`config.mk`:
```
export PLATFORM = sky130hd
export DESIGN_NAME = frog_hazard
export DESIGN_NICKNAME = d
export VERILOG_FILES = /design/src/rtl/frog_hazard.sv
export SDC_FILE = /design/constraint.sdc
export NUM_CORES = 1
export LEC_CHECK = 0
export ABC_AREA = 1
export CAP_MARGIN = 40
export CORE_ASPECT_RATIO = 2
export CORE_MARGIN = 2
export CORE_UTILIZATION = 55
export CTS_CLUSTER_DIAMETER = 60
export CTS_CLUSTER_SIZE = 24
export DETAILED_ROUTE_END_ITERATION = 12
export PLACE_DENSITY = 0.88
export SLEW_MARGIN = 20
export SYNTH_ARGS = -nofsm -noshare
export SYNTH_HDL_FRONTEND = slang
export SYNTH_SLANG_ARGS = --single-unit
```
`constraint.sdc`:
```
create_clock -name frame_clk -period 3.8 [get_ports frame_clk]
set_input_delay 0.38 -clock frame_clk [delete_from_list [all_inputs] [get_ports frame_clk]]
set_output_delay 0.38 -clock frame_clk [all_outputs]
set_load 0.01 [all_outputs]
```
`src/rtl/frog_hazard.sv`:
```
// Frog collision and life manager: scans N_OBJ car/log objects once per frame,
// then resolves car, drown and log-riding outcomes and runs the death/respawn sequence.
module frog_hazard #(
   parameter int N_OBJ        = 8,
   parameter int FROG_SIZE    = 32,
   parameter int CAR_SIZE     = 40,
   parameter int LOG_SIZE     = 80,
   parameter int LANE_H       = 32,
   parameter int ROAD_Y_MIN   = 256,
   parameter int ROAD_Y_MAX   = 415,
   parameter int RIVER_Y_MIN  = 64,
   parameter int RIVER_Y_MAX  = 223,
   parameter int DEATH_FRAMES = 60
) (
   input  logic       frame_clk,
   input  logic       Reset,
   input  logic       Start,
   input  logic [9:0] FrogX,
   input  logic [9:0] FrogY,
   input  logic [9:0] ObjX,
   input  logic [9:0] ObjY,
   input  logic       ObjIsLog,
   input  logic       ObjRight,
   output logic [2:0] ObjSel,
   output logic       ScanDone,
   output logic       Hit,
   output logic       OnLog,
   output logic       LogDir,
   output logic       Dying,
   output logic [1:0] Lives,
   output logic       RespawnReq,
   output logic       GameOver
);

   localparam int TW = $clog2(DEATH_FRAMES + 1);
   localparam logic [10:0] FROG_M1  = 11'(FROG_SIZE - 1);
   localparam logic [10:0] LANE_M1  = 11'(LANE_H - 1);
   localparam logic [10:0] CAR_W    = 11'(CAR_SIZE);
   localparam logic [10:0] LOG_W    = 11'(LOG_SIZE);
   localparam logic [10:0] ROAD_LO  = 11'(ROAD_Y_MIN);
   localparam logic [10:0] ROAD_HI  = 11'(ROAD_Y_MAX);
   localparam logic [10:0] RIVER_LO = 11'(RIVER_Y_MIN);
   localparam logic [10:0] RIVER_HI = 11'(RIVER_Y_MAX);
   localparam logic [2:0]  LAST_SEL = 3'(N_OBJ - 1);

   typedef enum logic [1:0] {SCAN_IDLE, SCAN_RUN, SCAN_RESOLVE} scan_t;
   typedef enum logic [1:0] {ALIVE, DYING, OVER} life_t;

   scan_t scan_q, scan_d;
   life_t life_q, life_d;

   logic [10:0]   frog_x, frog_y;
   logic          car_seen, log_seen, log_dir;
   logic [TW-1:0] timer;

   logic [10:0] obj_x, obj_y, obj_w, x_lo, x_hi;
   logic        overlap, start_ok, resolve, in_road, in_river, hazard;
   logic        hit_d, respawn_d;

   // All extents are widened to 11 bits so FrogX+31 and ObjY+31 never wrap.
   assign obj_x   = {1'b0, ObjX};
   assign obj_y   = {1'b0, ObjY};
   assign obj_w   = ObjIsLog ? LOG_W : CAR_W;
   assign x_lo    = (obj_x >= obj_w) ? (obj_x - obj_w) : 11'd0;
   assign x_hi    = obj_x - 11'd1;
   assign overlap = (obj_x != 11'd0) &&
                    (frog_x <= x_hi) && (x_lo <= frog_x + FROG_M1) &&
                    (frog_y <= obj_y + LANE_M1) && (obj_y <= frog_y + FROG_M1);

   assign start_ok = (scan_q == SCAN_IDLE) && Start;
   assign resolve  = (scan_q == SCAN_RESOLVE);
   assign in_road  = (frog_y >= ROAD_LO) && (frog_y <= ROAD_HI);
   assign in_river = (frog_y >= RIVER_LO) && (frog_y <= RIVER_HI);
   assign hazard   = (in_road && car_seen) || (in_river && !log_seen);

   assign Dying    = (life_q == DYING);
   assign GameOver = (life_q == OVER);

   always_ff @(posedge frame_clk) begin
      if (!Reset) begin
         scan_q <= SCAN_IDLE;
         life_q <= ALIVE;
      end else begin
         scan_q <= scan_d;
         life_q <= life_d;
      end
   end

   always_comb begin
      scan_d = scan_q;
      case (scan_q)
         SCAN_IDLE:    if (Start) scan_d = SCAN_RUN;
         SCAN_RUN:     if (ObjSel == LAST_SEL) scan_d = SCAN_RESOLVE;
         SCAN_RESOLVE: scan_d = SCAN_IDLE;
         default:      scan_d = SCAN_IDLE;
      endcase
   end

   always_comb begin
      life_d    = life_q;
      hit_d     = 1'b0;
      respawn_d = 1'b0;
      case (life_q)
         ALIVE: if (resolve && hazard) begin
            hit_d  = 1'b1;
            life_d = DYING;
         end
         DYING: if (start_ok && timer == '0) begin
            if (Lives == 2'd0) begin
               life_d = OVER;
            end else begin
               respawn_d = 1'b1;
               life_d    = ALIVE;
            end
         end
         OVER:    life_d = OVER;
         default: life_d = ALIVE;
      endcase
   end

   // Per-frame scan data: latched frog position and running overlap summary.
   always_ff @(posedge frame_clk) begin
      if (start_ok) begin
         frog_x   <= {1'b0, FrogX};
         frog_y   <= {1'b0, FrogY};
         car_seen <= 1'b0;
         log_seen <= 1'b0;
         log_dir  <= 1'b0;
      end else if (scan_q == SCAN_RUN && overlap) begin
         if (!ObjIsLog) begin
            car_seen <= 1'b1;
         end else if (!log_seen) begin
            log_seen <= 1'b1;
            log_dir  <= ObjRight;
         end
      end
   end

   always_ff @(posedge frame_clk) begin
      if (!Reset) begin
         ObjSel     <= 3'd0;
         ScanDone   <= 1'b0;
         Hit        <= 1'b0;
         RespawnReq <= 1'b0;
         OnLog      <= 1'b0;
         LogDir     <= 1'b0;
         Lives      <= 2'd3;
         timer      <= '0;
      end else begin
         ScanDone   <= resolve;
         Hit        <= hit_d;
         RespawnReq <= respawn_d;
         if (start_ok || (scan_q == SCAN_RUN && ObjSel == LAST_SEL)) begin
            ObjSel <= 3'd0;
         end else if (scan_q == SCAN_RUN) begin
            ObjSel <= ObjSel + 3'd1;
         end
         if (resolve) begin
            if (life_q == ALIVE && in_river && log_seen) begin
               OnLog  <= 1'b1;
               LogDir <= log_dir;
            end else begin
               OnLog <= 1'b0;
            end
         end
         if (hit_d) begin
            timer <= TW'(DEATH_FRAMES);
            if (Lives != 2'd0) Lives <= Lives - 2'd1;
         end else if (life_q == DYING && start_ok && timer != '0) begin
            timer <= timer - 1'b1;
         end
      end
   end

endmodule

```
### After elaboration in Yosys (flattened, before gate mapping)

Cells that the tools add are included.

| cells by class | value |
|---|---|
| add/subtract/negate cells | 8 |
| $lt $le $gt $ge | 9 |
| equal/unequal tests | 9 |
| mux-type cells | 15 |
| bitwise logic cells | 3 |
| reduce and logical (&&, ||, !) cells | 38 |

Operators by type and width:

| kind | count |
|---|---|
| $add 10x5->11 const B | 3 |
| $le 10x11->1 | 3 |
| $logic_and 1x1->1 | 17 |
| $mux 6 | 2 |
| $reduce_and 2->1 | 6 |
| $le 11x11->1 | 1 |
| $mux 11 | 1 |
| $reduce_bool 11->1 | 1 |
| $sub 10x1->11 const B | 1 |
| $sub 10x7->11 | 1 |
| $ge 10x7->1 | 1 |
| $ge 10x7->1 const B | 1 |
| $ge 10x9->1 const B | 1 |
| $le 10x8->1 const B | 1 |
| $le 10x9->1 const B | 1 |
| $mux 2 | 5 |
| $mux 7 | 1 |
| $logic_not 2->1 | 3 |
| $logic_not 6->1 | 1 |
| $ne 2x2->1 const B | 3 |
| $pmux 2 s3 | 1 |
| $reduce_and 3->1 | 2 |
| $reduce_bool 6->1 | 1 |
| $sub 6x1->6 const B | 1 |
| other kinds (13) | 23 |

| storage, ports and cells | value |
|---|---|
| register bits after elaboration | 43 |
| bits of input ports | 45 |
| word-level logic and storage cells | 98 |

### Depth between registers and ports, before layout

Gate-level depths: netlist of the first run.

| depth | value |
|---|---|
| depth after elaboration | 9 |
| mapped depth | 23 |
| depth with buffers taken out | 23 |

### Worst setup path before layout of the first run

Ideal clock, no wire load.

| path | value |
|---|---|
| path type | input to register |
| start | input port ObjIsLog |
| end | register log_dir |
| library setup time | 0.113 ns |
| arrival time | 2.887 ns |
| data required time | 3.687 ns |
| path slack | 0.800 ns |
| stages | 20 |
| path buffers | 0 |
| cells stage by stage | inv_1 -> ha_1 -> fa_1 -> nor3_1 -> a211oi_1 -> nand2_1 -> nor2_1 -> nand2_1 -> inv_1 -> nor4_1 -> ha_1 -> a21oi_1 -> o21a_1 -> nand3_1 -> a21oi_1 -> nand2_1 -> nor2_2 -> nand3_2 -> nor2_1 -> nor2_1 |

| between the ends | value |
|---|---|
| word-level cells in the longest chain between the ends | 9 |

Ends and longest elaborated chain:

| element | line | source |
|---|---|---|
| start, declared | 22 | `input logic ObjIsLog,` |
| $mux 7 | 63 | `assign obj_w = ObjIsLog ? LOG_W : CAR_W;` |
| $sub 10x7->11 or $ge 10x7->1 (tied branches) | 64 | `assign x_lo = (obj_x >= obj_w) ? (obj_x - obj_w) : 11'd0;` |
| $mux 11 | 64 |  |
| $le 11x11->1 | 67 | `(frog_x <= x_hi) && (x_lo <= frog_x + FROG_M1) &&` |
| $logic_and 1x1->1 (2 in a row) | 67 |  |
| $logic_and 1x1->1 | 68 | `(frog_y <= obj_y + LANE_M1) && (obj_y <= frog_y + FROG_M1);` |
| $logic_and 1x1->1 | 129 | `end else if (scan_q == SCAN_RUN && overlap) begin` |
| $reduce_and 3->1 (no source line) (*) | -- |  |
| end signal, assigned | 134 | `log_dir <= ObjRight;` |
| end, declared | 53 | `logic car_seen, log_seen, log_dir;` |

Mark *: on every way between the ends. The rest lies on a longest branch, timed or not.
A chain may end at the register's enable or synchronous reset.

### Worst setup path in the final report of the first run

Ends and elaborated chain as after synthesis.

==> results of run 1 <==
[layer usage]
| layer | up-vias | GRT usage, % | part of all wire (%) |
|---|---|---|---|
| met5 | - | 0 | 0 |
| met4 | 0 | 15.9 | 4.9 |
| met3 | 33 | 2.20 | 3.1 |
| met2 | 91 | 46.7 | 55 |
| met1 | 1495 | 25.8 | 37 |
| li1 | 1662 | - | - |
[state kept, by name (all words and copies together), names as in the netlist, 2 cells and up]
register and flops:
life_q 2, scan_q 2, frog_y 10, Lives 2, ObjSel 3, timer 6, frog_x 10
[power breakdown]
part,leakage [nW],internal (mW),switching (mW),total (mW)
clock network,0.0838,0.310,0.181,0.491
registers,0.377,0.505,0.0184,0.524
logic,1.62,0.159,0.190,0.348
[cells in the final DEF, fill, tap and decap left out, drive strengths merged]
master         netlist  routed
nand2              106     106
inv                 72      72
clkdlybuf4s50        0      56
ha                  54      54
nor2                50      50
a21oi               31      31
dfxtp               23      23
xor2                23      23
edfxtp              20      20
nand3               18      18
o21ai               14      14
xnor2               10      10
nor4                 8       8
nor3                 8       8
nand4                6       6
buf                  0       6
or2                  6       6
clkbuf               1       5
a31oi                3       3
o31ai                2       2
o21a                 2       2
clkinv               0       2
a211oi               1       1
or3                  1       1
nand3b               1       1
and3                 1       1
o211ai               1       1
a31o                 1       1
fa                   1       1
bufinv               0       1
[path summary, 6_finish.rpt]
| check | from | to | slack (ns) | depth (start not counted) |
|---|---|---|---|---|
| worst max-delay path | ObjIsLog | log_dir | 0.36 | 22 |
| worst min-delay path | OnLog | OnLog | 0.48 | 2 |
| worst min register to register | OnLog | OnLog | 0.48 | 2 |
| worst max register to register | frog_y[1] | log_dir | 1.06 | 22 |
[logic make-up after synthesis]
| family | count (synthesis) | share of synthesized area [%] |
|---|---|---|
| and+or+nand+nor | 205 | 26.1 |
| buffers and inverters | 73 | 7.73 |
| AOI/OAI and AO/OA | 55 | 8.40 |
| adders and majority gates | 55 | 19.6 |
| DFF | 43 | 29.9 |
| xor gates and xnor gates | 33 | 8.16 |
[final cells by class]
| cell class | instances | area, um^2 |
|---|---|---|
| fillers | 522 | 1810 |
| inverters | 72 | 270 |
| clock inverters | 3 | 43.8 |
| clock buffers | 5 | 125 |
| multi-input cells | 348 | 2230 |
| flip-flops and latches | 43 | 1060 |
| repair buffers | 62 | 609 |
| well taps | 86 | 108 |
[repair_timing]
action	CTS	global route
hold endpoints to repair	0	0
gates resized for setup	0	7
endpoints found under the setup margin	0	3
[tightest hold or removal path: cells and delay by family, from the launching register on]
family             cells  cell delay, ns
and+or+nand+nor        1            0.06
AOI/OAI and AO/OA      1            0.05
DFF                    1            0.32
[through the flow]
step | cell area [um^2] | power, mW
5_1_grt | 4450 | 1.43
3_5_place_dp | 4250 | 0.874
2_1_floorplan | 3540 | 0.746
4_1_cts | 4410 | 1.36
6_report | 4450 | 1.36
3_3_place_gp | 4250 | 0.856
==> results.json, run 1 <==
{
  "finalNetCount": 632,
  "boundaryPins": 57,
  "yosysSeqAreaShare_pct": 29.9,
  "report.final.slew_viol_count": 0,
  "finalClockSkew_ns": 0.00430,
  "critPathLaunchType": "primary input",
  "syn_inst": 464,
  "cts_tree": "done",
  "rsz0062_at_grt": "false",
  "slew_headroom_pct": 67.5,
  "worst_path_dominant_cell_family": "simple AND/OR/NAND/NOR gates",
  "vias": 3281,
  "synthTopCellsByCount": "sky130_fd_sc_hd__nand2_1, sky130_fd_sc_hd__inv_1, sky130_fd_sc_hd__ha_1, sky130_fd_sc_hd__nor2_1, sky130_fd_sc_hd__a21oi_1",
  "gp_congestion": 0.927,
  "width_of_the_die_um": 60.8,
  "first_global_vias": 3333,
  "count_leader_synth": "sky130_fd_sc_hd__nand2_1",
  "timing_hold_violations_final": 0,
  "grt_start_max_net_pins": 24,
  "ctsLongestPathBuffers": 2,
  "setup_viol_count_final": 0,
  "timing.critical_path.buf_inv": 6,
  "synthArstFlopShare_pct": 0,
  "netlist.area_leader.share_pct": 19.1,
  "drt-wirelength-per-cell_um": 13.9,
  "power_per_cell_area_nw_per_um2": 306,
  "detail-route-antenna-nets": 0,
  "initial_core_util_pct": 56.6,
  "leak_nw": 2.08,
  "run_status": "finished clean",
  "dr.first_iter.drc_count": 184,
  "number_of_enable_flip_flop_cells_after_synthesis": 20,
  "layout-drive-gt1-share_pct": 6.94,
  "max_cap_violations": 0,
  "totalNegativeSetupSlack_ns": 0,
  "grt.total_usage_pct": 25.6,
  "period_share_pct": 90.5,
  "power.ir.vdd_worst_mv": 0.352,
  "synth_top_area_cell": "sky130_fd_sc_hd__ha_1",
  "critPathSlowestCell": "sky130_fd_sc_hd__clkdlybuf4s50_1",
  "worst_pin_slew_ns": 0.485,
  "path_max_fanout": 4,
  "core_area_um2": 6260,
  "post_drt_via_cell_ratio": 5.30,
  "tritoncts.num_buffers": 5,
  "synth_flop_cell": "sky130_fd_sc_hd__dfxtp_1",
  "hpwl_um": 7110,
  "grt_pass1_wl_um": 14100,
  "syn_nets": 564,
  "worst_path_largest_cell_delay_ns": 0.49,
  "worst_ep_arrival_ns": 3.62,
  "crit_required_ns": 3.99,
  "layoutNonFillerInstCount": 619,
  "drtPass1Iterations": 5,
  "placedCellCount": 610,
  "cts-hold-fix-buffers": 0,
  "clock_sinks": 43,
  "clock_tree.root_cell": "sky130_fd_sc_hd__clkbuf_16",
  "synth.distinct_cells": 35,
  "insertion_delay_ns": 0.29,
  "max_clock_freq_ghz": 0.291,
  "worst-setup-path-type": "primary input to flip-flop",
  "final_cell_utilization_of_the_core_pct": 71.1,
  "timing.critical_path.cells": "clkdlybuf4s50_1 -> inv_2 -> ha_1 -> inv_1 -> buf_4 -> nor4_1 -> nand4_1 -> nand2_1 -> inv_2 -> buf_4 -> nor2_1 -> ha_1 -> a21oi_1 -> o21ai_0 -> nand2_1 -> nand3_1 -> a21oi_1 -> nand2_1 -> nor2_2 -> nand3_2 -> nor2_1 -> nor2_1",
  "antenna_cells_inserted": 0,
  "cts_max_level": 2,
  "totalWireLength_um": 8580,
  "drc": 0,
  "yosys_warnings": 0,
  "worst_slack_at_placement_ns": -0.0247,
  "core.rowCount": 41,
  "global_route.overflow_total": 0,
  "synth_top_cells_by_area": "sky130_fd_sc_hd__ha_1, sky130_fd_sc_hd__edfxtp_1, sky130_fd_sc_hd__dfxtp_1",
  "port_buffer_cells": 56,
  "synthesis.area_per_instance_um2": 7.64,
  "cts_post_setup_buffers_inserted": 0,
  "timing.hold.ws_ns": 0.481,
  "dieHeight_um": 118,
  "floorplan.die_area_um2": 7140,
  "syn_area_um2": 3540,
  "ys_seq_elements": 43,
  "final.min_clock_period_ns": 3.44,
  "worst_setup_path_end_kind": "flip-flop",
  "fin_ws_ns": 0.362,
  "cts.reportedPaths.clkPinSlew_ns": 0.06,
  "syn_to_final_growth_pct": 25.5,
  "grt_antenna_before_repair": 0,
  "timing.hold.worst.class": "flip-flop to flip-flop"
}
Power figures use the tool's default switching activity.
==> run 2, diff against run 1 <==
--- a/config.mk
+++ b/config.mk
@@ -10,7 +10,7 @@
 export CORE_ASPECT_RATIO = 2
 export CORE_MARGIN = 2
 export CORE_UTILIZATION = 55
-export CTS_CLUSTER_DIAMETER = 60
+export CTS_CLUSTER_DIAMETER = 120
 export CTS_CLUSTER_SIZE = 24
 export DETAILED_ROUTE_END_ITERATION = 12
 export PLACE_DENSITY = 0.88
==> results of run 2 <==
No change in the layout: final DEF, timing and power equal those of run 1.
